**src/rtl/udp_port_filter_pkg.sv**
```systemverilog
// udp_port_filter_pkg: FSM states, header constants and byte offsets shared by the UDP port filter.
package udp_port_filter_pkg;
   typedef enum logic [1:0] {IDLE, HDR, FWD, DROP} state_t;
   localparam logic [15:0] ETH_TYPE_IPV4 = 16'h0800;
   localparam logic [7:0] IP_VER_IHL = 8'h45;
   localparam logic [7:0] IP_PROTO_UDP = 8'h11;
   localparam int OFF_ETH_TYPE = 12;
   localparam int OFF_IP_VER = 14;
   localparam int OFF_IP_PROTO = 23;
   localparam int OFF_UDP_DST = 36;
   localparam int BEAT_BYTES = 32;
   function automatic logic [7:0] byte_at(input logic [255:0] d, input int idx);
      return d[8*idx +: 8];
   endfunction
endpackage

```
**src/rtl/udp_port_filter_if.sv**
```systemverilog
// udp_port_filter_if: AXI-Stream bundle with master/slave views.
interface udp_port_filter_if #(
   parameter int DW = 256,
   parameter int UW = 128
);
   logic [DW-1:0] tdata;
   logic [DW/8-1:0] tkeep;
   logic [UW-1:0] tuser;
   logic tvalid;
   logic tready;
   logic tlast;
   modport master(output tdata, tkeep, tuser, tvalid, tlast, input tready);
   modport slave(input tdata, tkeep, tuser, tvalid, tlast, output tready);
endinterface

```
**src/rtl/udp_port_filter_hdr_match.sv**
```systemverilog
// udp_hdr_match: combinational IPv4/UDP header test over beat 0 and beat 1 of a frame.
module udp_hdr_match
   import udp_port_filter_pkg::*;
#(
   parameter logic [15:0] UDP_DST_PORT = 16'd2000
) (
   input logic [255:0] beat0,
   input logic [255:0] beat1,
   output logic match
);
   // The destination port straddles into beat 1, so its offset is rebased by one beat.
   assign match = {byte_at(beat0, OFF_ETH_TYPE), byte_at(beat0, OFF_ETH_TYPE + 1)} == ETH_TYPE_IPV4
      && byte_at(beat0, OFF_IP_VER) == IP_VER_IHL
      && byte_at(beat0, OFF_IP_PROTO) == IP_PROTO_UDP
      && {byte_at(beat1, OFF_UDP_DST - BEAT_BYTES), byte_at(beat1, OFF_UDP_DST - BEAT_BYTES + 1)} == UDP_DST_PORT;
endmodule

```
**src/rtl/udp_port_filter.sv**
```systemverilog
// udp_port_filter: forwards IPv4/UDP frames addressed to one destination port, drops the rest.
// Beat 0 waits in a hold register until beat 1 arrives and the decision can be made.
module udp_port_filter
   import udp_port_filter_pkg::*;
#(
   parameter int C_S_AXIS_DATA_WIDTH = 256,
   parameter int C_S_AXIS_TUSER_WIDTH = 128,
   parameter logic [15:0] UDP_DST_PORT = 16'd2000
) (
   input logic axis_aclk,
   input logic axis_reset,
   udp_port_filter_if.slave s_axis,
   udp_port_filter_if.master m_axis,
   output logic [31:0] pass_count,
   output logic [31:0] drop_count
);
   state_t state, state_nx;
   logic [C_S_AXIS_DATA_WIDTH-1:0] h_data;
   logic [C_S_AXIS_DATA_WIDTH/8-1:0] h_keep;
   logic [C_S_AXIS_TUSER_WIDTH-1:0] h_user;
   logic h_last, h_valid;
   logic out_free, accept, match, decide, h_load, o_load, runt;

   udp_hdr_match #(.UDP_DST_PORT(UDP_DST_PORT)) u_match (
      .beat0(h_data),
      .beat1(s_axis.tdata),
      .match(match)
   );

   assign out_free = !m_axis.tvalid || m_axis.tready;
   // In FWD, intake pauses once the frame's last beat sits in H so the next frame starts cleanly in IDLE.
   assign s_axis.tready = !axis_reset && (state == IDLE || state == DROP
      || (out_free && !(state == FWD && h_valid && h_last)));
   assign accept = s_axis.tvalid && s_axis.tready;
   assign decide = state == HDR && accept;
   assign runt = state == IDLE && accept && s_axis.tlast;
   assign h_load = accept && (state == IDLE || state == FWD || (state == HDR && match));
   assign o_load = (state == FWD && out_free) || (decide && match);

   always_comb begin
      state_nx = state;
      case (state)
         IDLE: state_nx = accept && !s_axis.tlast ? HDR : IDLE;
         HDR: state_nx = !accept ? HDR : match ? FWD : s_axis.tlast ? IDLE : DROP;
         FWD: state_nx = out_free && h_valid && h_last ? IDLE : FWD;
         DROP: state_nx = accept && s_axis.tlast ? IDLE : DROP;
         default: state_nx = IDLE;
      endcase
   end

   always_ff @(posedge axis_aclk) begin
      if (axis_reset) begin
         state <= IDLE;
         h_valid <= 1'b0;
         h_last <= 1'b0;
         h_data <= '0;
         h_keep <= '0;
         h_user <= '0;
         m_axis.tvalid <= 1'b0;
         m_axis.tlast <= 1'b0;
         m_axis.tdata <= '0;
         m_axis.tkeep <= '0;
         m_axis.tuser <= '0;
         pass_count <= '0;
         drop_count <= '0;
      end else begin
         state <= state_nx;
         h_valid <= state == IDLE ? accept && !s_axis.tlast
            : state == HDR ? (accept ? match : h_valid)
            : state == FWD ? (out_free ? accept : h_valid) : 1'b0;
         if (h_load) begin
            h_data <= s_axis.tdata;
            h_keep <= s_axis.tkeep;
            h_user <= s_axis.tuser;
            h_last <= s_axis.tlast;
         end
         if (o_load) begin
            m_axis.tvalid <= h_valid;
            m_axis.tdata <= h_data;
            m_axis.tkeep <= h_keep;
            m_axis.tuser <= h_user;
            m_axis.tlast <= h_last;
         end else if (m_axis.tready) begin
            m_axis.tvalid <= 1'b0;
         end
         pass_count <= pass_count + {31'd0, decide && match};
         drop_count <= drop_count + {31'd0, (decide && !match) || runt};
      end
   end
endmodule

```
**src/flat_wrapper.sv**
```systemverilog
// flat-port wrapper written by rule: the top's interface ports become plain ports
module udp_port_filter_flat import udp_port_filter_pkg::*;
#(
   parameter int C_S_AXIS_DATA_WIDTH = 256,
   parameter int C_S_AXIS_TUSER_WIDTH = 128,
   parameter logic [15:0] UDP_DST_PORT = 16'd2000
)
  (axis_aclk, axis_reset, pass_count, drop_count, s_axis_tdata, s_axis_tkeep, s_axis_tuser, s_axis_tvalid, s_axis_tlast, s_axis_tready, m_axis_tdata, m_axis_tkeep, m_axis_tuser, m_axis_tvalid, m_axis_tlast, m_axis_tready);
  udp_port_filter_if #(.DW(256), .UW(128)) s_axis_i ();
  udp_port_filter_if #(.DW(256), .UW(128)) m_axis_i ();
  input logic axis_aclk;
  input logic axis_reset;
  output logic [31:0] pass_count;
  output logic [31:0] drop_count;
  input wire logic [$bits(s_axis_i.tdata)-1:0] s_axis_tdata;
  input wire logic [$bits(s_axis_i.tkeep)-1:0] s_axis_tkeep;
  input wire logic [$bits(s_axis_i.tuser)-1:0] s_axis_tuser;
  input wire logic [$bits(s_axis_i.tvalid)-1:0] s_axis_tvalid;
  input wire logic [$bits(s_axis_i.tlast)-1:0] s_axis_tlast;
  output wire logic [$bits(s_axis_i.tready)-1:0] s_axis_tready;
  output wire logic [$bits(m_axis_i.tdata)-1:0] m_axis_tdata;
  output wire logic [$bits(m_axis_i.tkeep)-1:0] m_axis_tkeep;
  output wire logic [$bits(m_axis_i.tuser)-1:0] m_axis_tuser;
  output wire logic [$bits(m_axis_i.tvalid)-1:0] m_axis_tvalid;
  output wire logic [$bits(m_axis_i.tlast)-1:0] m_axis_tlast;
  input wire logic [$bits(m_axis_i.tready)-1:0] m_axis_tready;
  assign s_axis_i.tdata = s_axis_tdata;
  assign s_axis_i.tkeep = s_axis_tkeep;
  assign s_axis_i.tuser = s_axis_tuser;
  assign s_axis_i.tvalid = s_axis_tvalid;
  assign s_axis_i.tlast = s_axis_tlast;
  assign s_axis_tready = s_axis_i.tready;
  assign m_axis_tdata = m_axis_i.tdata;
  assign m_axis_tkeep = m_axis_i.tkeep;
  assign m_axis_tuser = m_axis_i.tuser;
  assign m_axis_tvalid = m_axis_i.tvalid;
  assign m_axis_tlast = m_axis_i.tlast;
  assign m_axis_i.tready = m_axis_tready;
  udp_port_filter #(.C_S_AXIS_DATA_WIDTH(C_S_AXIS_DATA_WIDTH), .C_S_AXIS_TUSER_WIDTH(C_S_AXIS_TUSER_WIDTH), .UDP_DST_PORT(UDP_DST_PORT)) u_core (.axis_aclk(axis_aclk), .axis_reset(axis_reset), .s_axis(s_axis_i), .m_axis(m_axis_i), .pass_count(pass_count), .drop_count(drop_count));
endmodule
```
**config.mk**
```make
export PLATFORM = sky130hd
export DESIGN_NAME = udp_port_filter_flat
export DESIGN_NICKNAME = d
export VERILOG_FILES = /design/src/rtl/udp_port_filter_pkg.sv /design/src/rtl/udp_port_filter_if.sv /design/src/rtl/udp_port_filter_hdr_match.sv /design/src/rtl/udp_port_filter.sv /design/src/flat_wrapper.sv
export SDC_FILE = /design/constraint.sdc
export NUM_CORES = 2
export LEC_CHECK = 0
export BUFFER_PORTS_ARGS = -buffer_cell sky130_fd_sc_hd__buf_2
export CORE_AREA = 2 2 352 354
export DETAILED_ROUTE_END_ITERATION = 6
export DIE_AREA = 0 0 354 356
export GPL_ROUTABILITY_DRIVEN = 1
export PLACE_DENSITY_LB_ADDON = 0.15
export SLEW_MARGIN = 10
export SYNTH_ARGS = -nofsm -noshare
export SYNTH_HDL_FRONTEND = slang
export SYNTH_SLANG_ARGS = --single-unit
```
**constraint.sdc**
```tcl
create_clock -name axis_aclk -period 9.58 [get_ports axis_aclk]
set_input_delay 1.437 -clock axis_aclk [delete_from_list [all_inputs] [get_ports axis_aclk]]
set_output_delay 1.437 -clock axis_aclk [all_outputs]
set_load 0.005 [all_outputs]
```
==> metrics.csv <==
metric,value,unit
worst r2r dst,u_core.pass_count[30],
DR WL/cell,18.5,um
CP arrival,5.62,ns
clk_lat worst skew,0.70,ns
met2 usage,27.2,%
Fillers,12500,
share of layout cells above drive strength 1,37.4,%
Critical R2R Launch,u_core.h_data[187],
CP Launch Type,input pin,
Initial Util,29.0,%
DR vias,24300,
CTS tree,done,
Clock Pin Slew Worst Setup and Hold Paths,0.06,ns
worst setup margin,4.54,ns
fin crit period,5.04,ns
Crit Path Category,input pin to register,
Final GP Congestion,0.765,
max_cap viols,0,
initial antenna violation count,61,
unrepaired setup endpoints after global routing,false,
CTS Hold Bufs,0,
setup TNS,0,ns
PortBufs,903,
worst rel slew slack,24.2,%
max incr delay on CP,0.88,ns
first-pass GRT wire length,154000,um
CTS H-Tree Depth,3,
multi-input logic area,0.0164,mm^2
Worst Setup SP,s_axis_tdata[40],
Die Span Y,356,um
main area contributors after synthesis,"dfxtp_1 51%, mux2_2 14%, nor2b_1 12%, mux2_1 8.3%, mux2i_1 3.9%",
final cycle utilization of the critical path,52.6,%
Final Total Pwr,0.00837,W
DP Worst Slack,3.76,ns
CTS Root Cell,clkbuf_16,
final hold vios,0,
worst-margin pin slew,1.14,ns
drt via density,4.25,
"Primary FF master, synth",dfxtp_1,
Peak supply drop,0.142,mV
Global Route Usage Sum,16.1,%
class of the worst hold path,register to register,
GR peak layer,met2,
Cell Pwr Density,186,mW/mm^2
"Async S/R FF share, synth",0,%
Mapped Cells,3149,
clock buffer depth,3,
synth unique cells,46,
initial DRC count,1050,
Synth top area share,50.7,%
area of the core,0.123,mm^2
#FFs+latches synth,902,
synthesis-to-layout area growth,26.2,%
vias in the first global route,23800,
CP top delay family,simple AND/OR/NAND/NOR gates,
mapped cell area,0.0356,mm^2
Register Area,0.0181,mm^2
num ports,904,
Num CTS Buffers,105,
sequential area share after synthesis,50.7,%
GRT met1 Usage,18.0,%
placed insts,5513,
DR pass1 iterations,4,
post-CTS sizing,0,
Leakage,21.6,nW
"slowest stage cell, crit path",nor4_1,
R2R Setup Slk,5.14,ns
met3 GRT Util,6.74,%
final antenna-violating net count,0,
instance count on the critical path,11,
HPWL after DPL,74600,um
most frequent cells in the layout,"902 x buf_2, 902 x dfxtp_1, 710 x nor2b_1, 437 x mux2_2, 263 x mux2_1",
Post-CTS Repair Setup Buffers,0,
"Design Area, Final",0.0449,mm^2
Routed WL,106000,um
Syn Nets,3581,
Crit path required time,10.15,ns
Syn. warnings,0,
Synth area leader,dfxtp_1,
Crit path buffers/inverters,1,
largest net degree at the start of global routing,192,
Max Clock Freq,198,MHz
syn_area_per_cell,11.3,um^2
critical path cell sequence,"buf_2, nor4b_1, nand4_1, nor4_2, ha_1, ha_1, nand2_1, nor4_1, and2b_1, nand3_1, mux2_2",
crit path capture,u_core.pass_count[30],
CP endpoint kind,register,
status,"finished, final reports clean",
Worst R2R Path Depth,10,
"EDFF count, synth",0,
Clock Sinks,902,
"non-filler cells, final",5720,
clock skew,0.0150,ns
Overflow after GRT,0,
FP Rows,129,
# nets final,4415,
CP max FO,6,
die area,0.126,mm^2
placed cell area,0.0415,mm^2
most frequent CP cell,ha_1,
Max Slew Vio Count,0,
Final Setup Violations,0,
DRC errors left,0,
die width,354,um
[sequential cells by signal (all words and copies together), names as in the netlist, 32 cells and up]
name and flops:
u_core.m_axis.tkeep 32, u_core.drop_count 32, u_core.h_data 256, u_core.pass_count 32
u_core.m_axis.tdata 256, u_core.m_axis.tuser 128, u_core.h_user 128, u_core.h_keep 32
[through the flow]
step                utilization, %  hold slack [ns]
floorplan                        -            0.458
global route                  36.6            0.492
global placement              33.9            0.460
CTS                           36.6            0.474
detailed placement            33.9            0.463
finish                        36.6            0.470
[where the power goes]
part / leakage (nW) / switching [W] / total [W] / internal, W
clock network: 1.64 / 0.00160 / 0.00392 / 0.00232
logic: 12.6 / 0.000238 / 0.000509 / 0.000271
registers: 7.35 / 0.0000332 / 0.00394 / 0.00391
[worst register-to-register path: cells and delay by family (launching register included)]
kind	cells	cell delay (ns)
adders and majority gates	2	0.76
muxes	1	0.27
and+or+nand+nor	7	3.00
DFF	1	0.31
[how the worst min path moves through the flow]
stage | from | endpoint | slack, ns | cells after the start
after floorplan | u_core.h_user[59] | u_core.m_axis.tuser[59] | 0.46 | 2
after global placement | u_core.m_axis.tuser[88] | u_core.m_axis.tuser[88] | 0.46 | 2
after detailed placement | u_core.m_axis.tuser[113] | u_core.m_axis.tuser[113] | 0.46 | 2
after CTS | u_core.m_axis.tuser[113] | u_core.m_axis.tuser[113] | 0.47 | 2
after global routing | u_core.h_user[69] | u_core.m_axis.tuser[69] | 0.49 | 2
final | u_core.m_axis.tuser[113] | u_core.m_axis.tuser[113] | 0.47 | 2
[synthesized netlist by cell type, types with 2 or more instances]
cell	instances
dfxtp_1	902
nor2b_1	710
mux2_2	437
mux2_1	263
nand2b_1	140
mux2i_1	138
clkbuf_1	102
inv_1	79
buf_2	68
nor2_1	59
nand2_1	25
nand3_1	22
xnor2_1	22
xor2_1	21
nand4_1	17
a21oi_1	15
buf_1	15
o21ai_0	15
nor4_1	14
or3_1	12
buf_6	11
ha_1	11
nor3_1	7
and2_1	6
and4_1	6
and3_1	5
nor4b_1	4
a311oi_1	2
nand3_2	2
nor4bb_1	2
or4_1	2
[logic make-up after synthesis]
family / after synthesis / share of synthesized area [%]
DFF: 902 / 50.7
adders and majority gates: 11 / 0.387
muxes: 839 / 26.1
and+or+nand+nor: 1041 / 17.8
buffers and inverters: 275 / 3.37
AOI/OAI and AO/OA: 38 / 0.622
xor gates and xnor gates: 43 / 1.06
[final cells by class]
cell class                      instances  area share (%)
Inverter                               79           0.660
Antenna cell                           22           0.122
Clock inverter                         13           0.228
Multi-Input combinational cell       1972            36.4
Tap cell                             1637            4.56
Timing Repair Buffer                  923            10.6
Sequential cell                       902            40.2
Clock buffer                          172            7.25
[per-layer routing]
layer,vias to the layer above,routed length (um)
met5,-,336
met3,214,9630
li1,12200,-
met4,52,3070
met1,11200,41900
met2,674,50700
No activity file was read; power rests on OpenSTA's default activity.
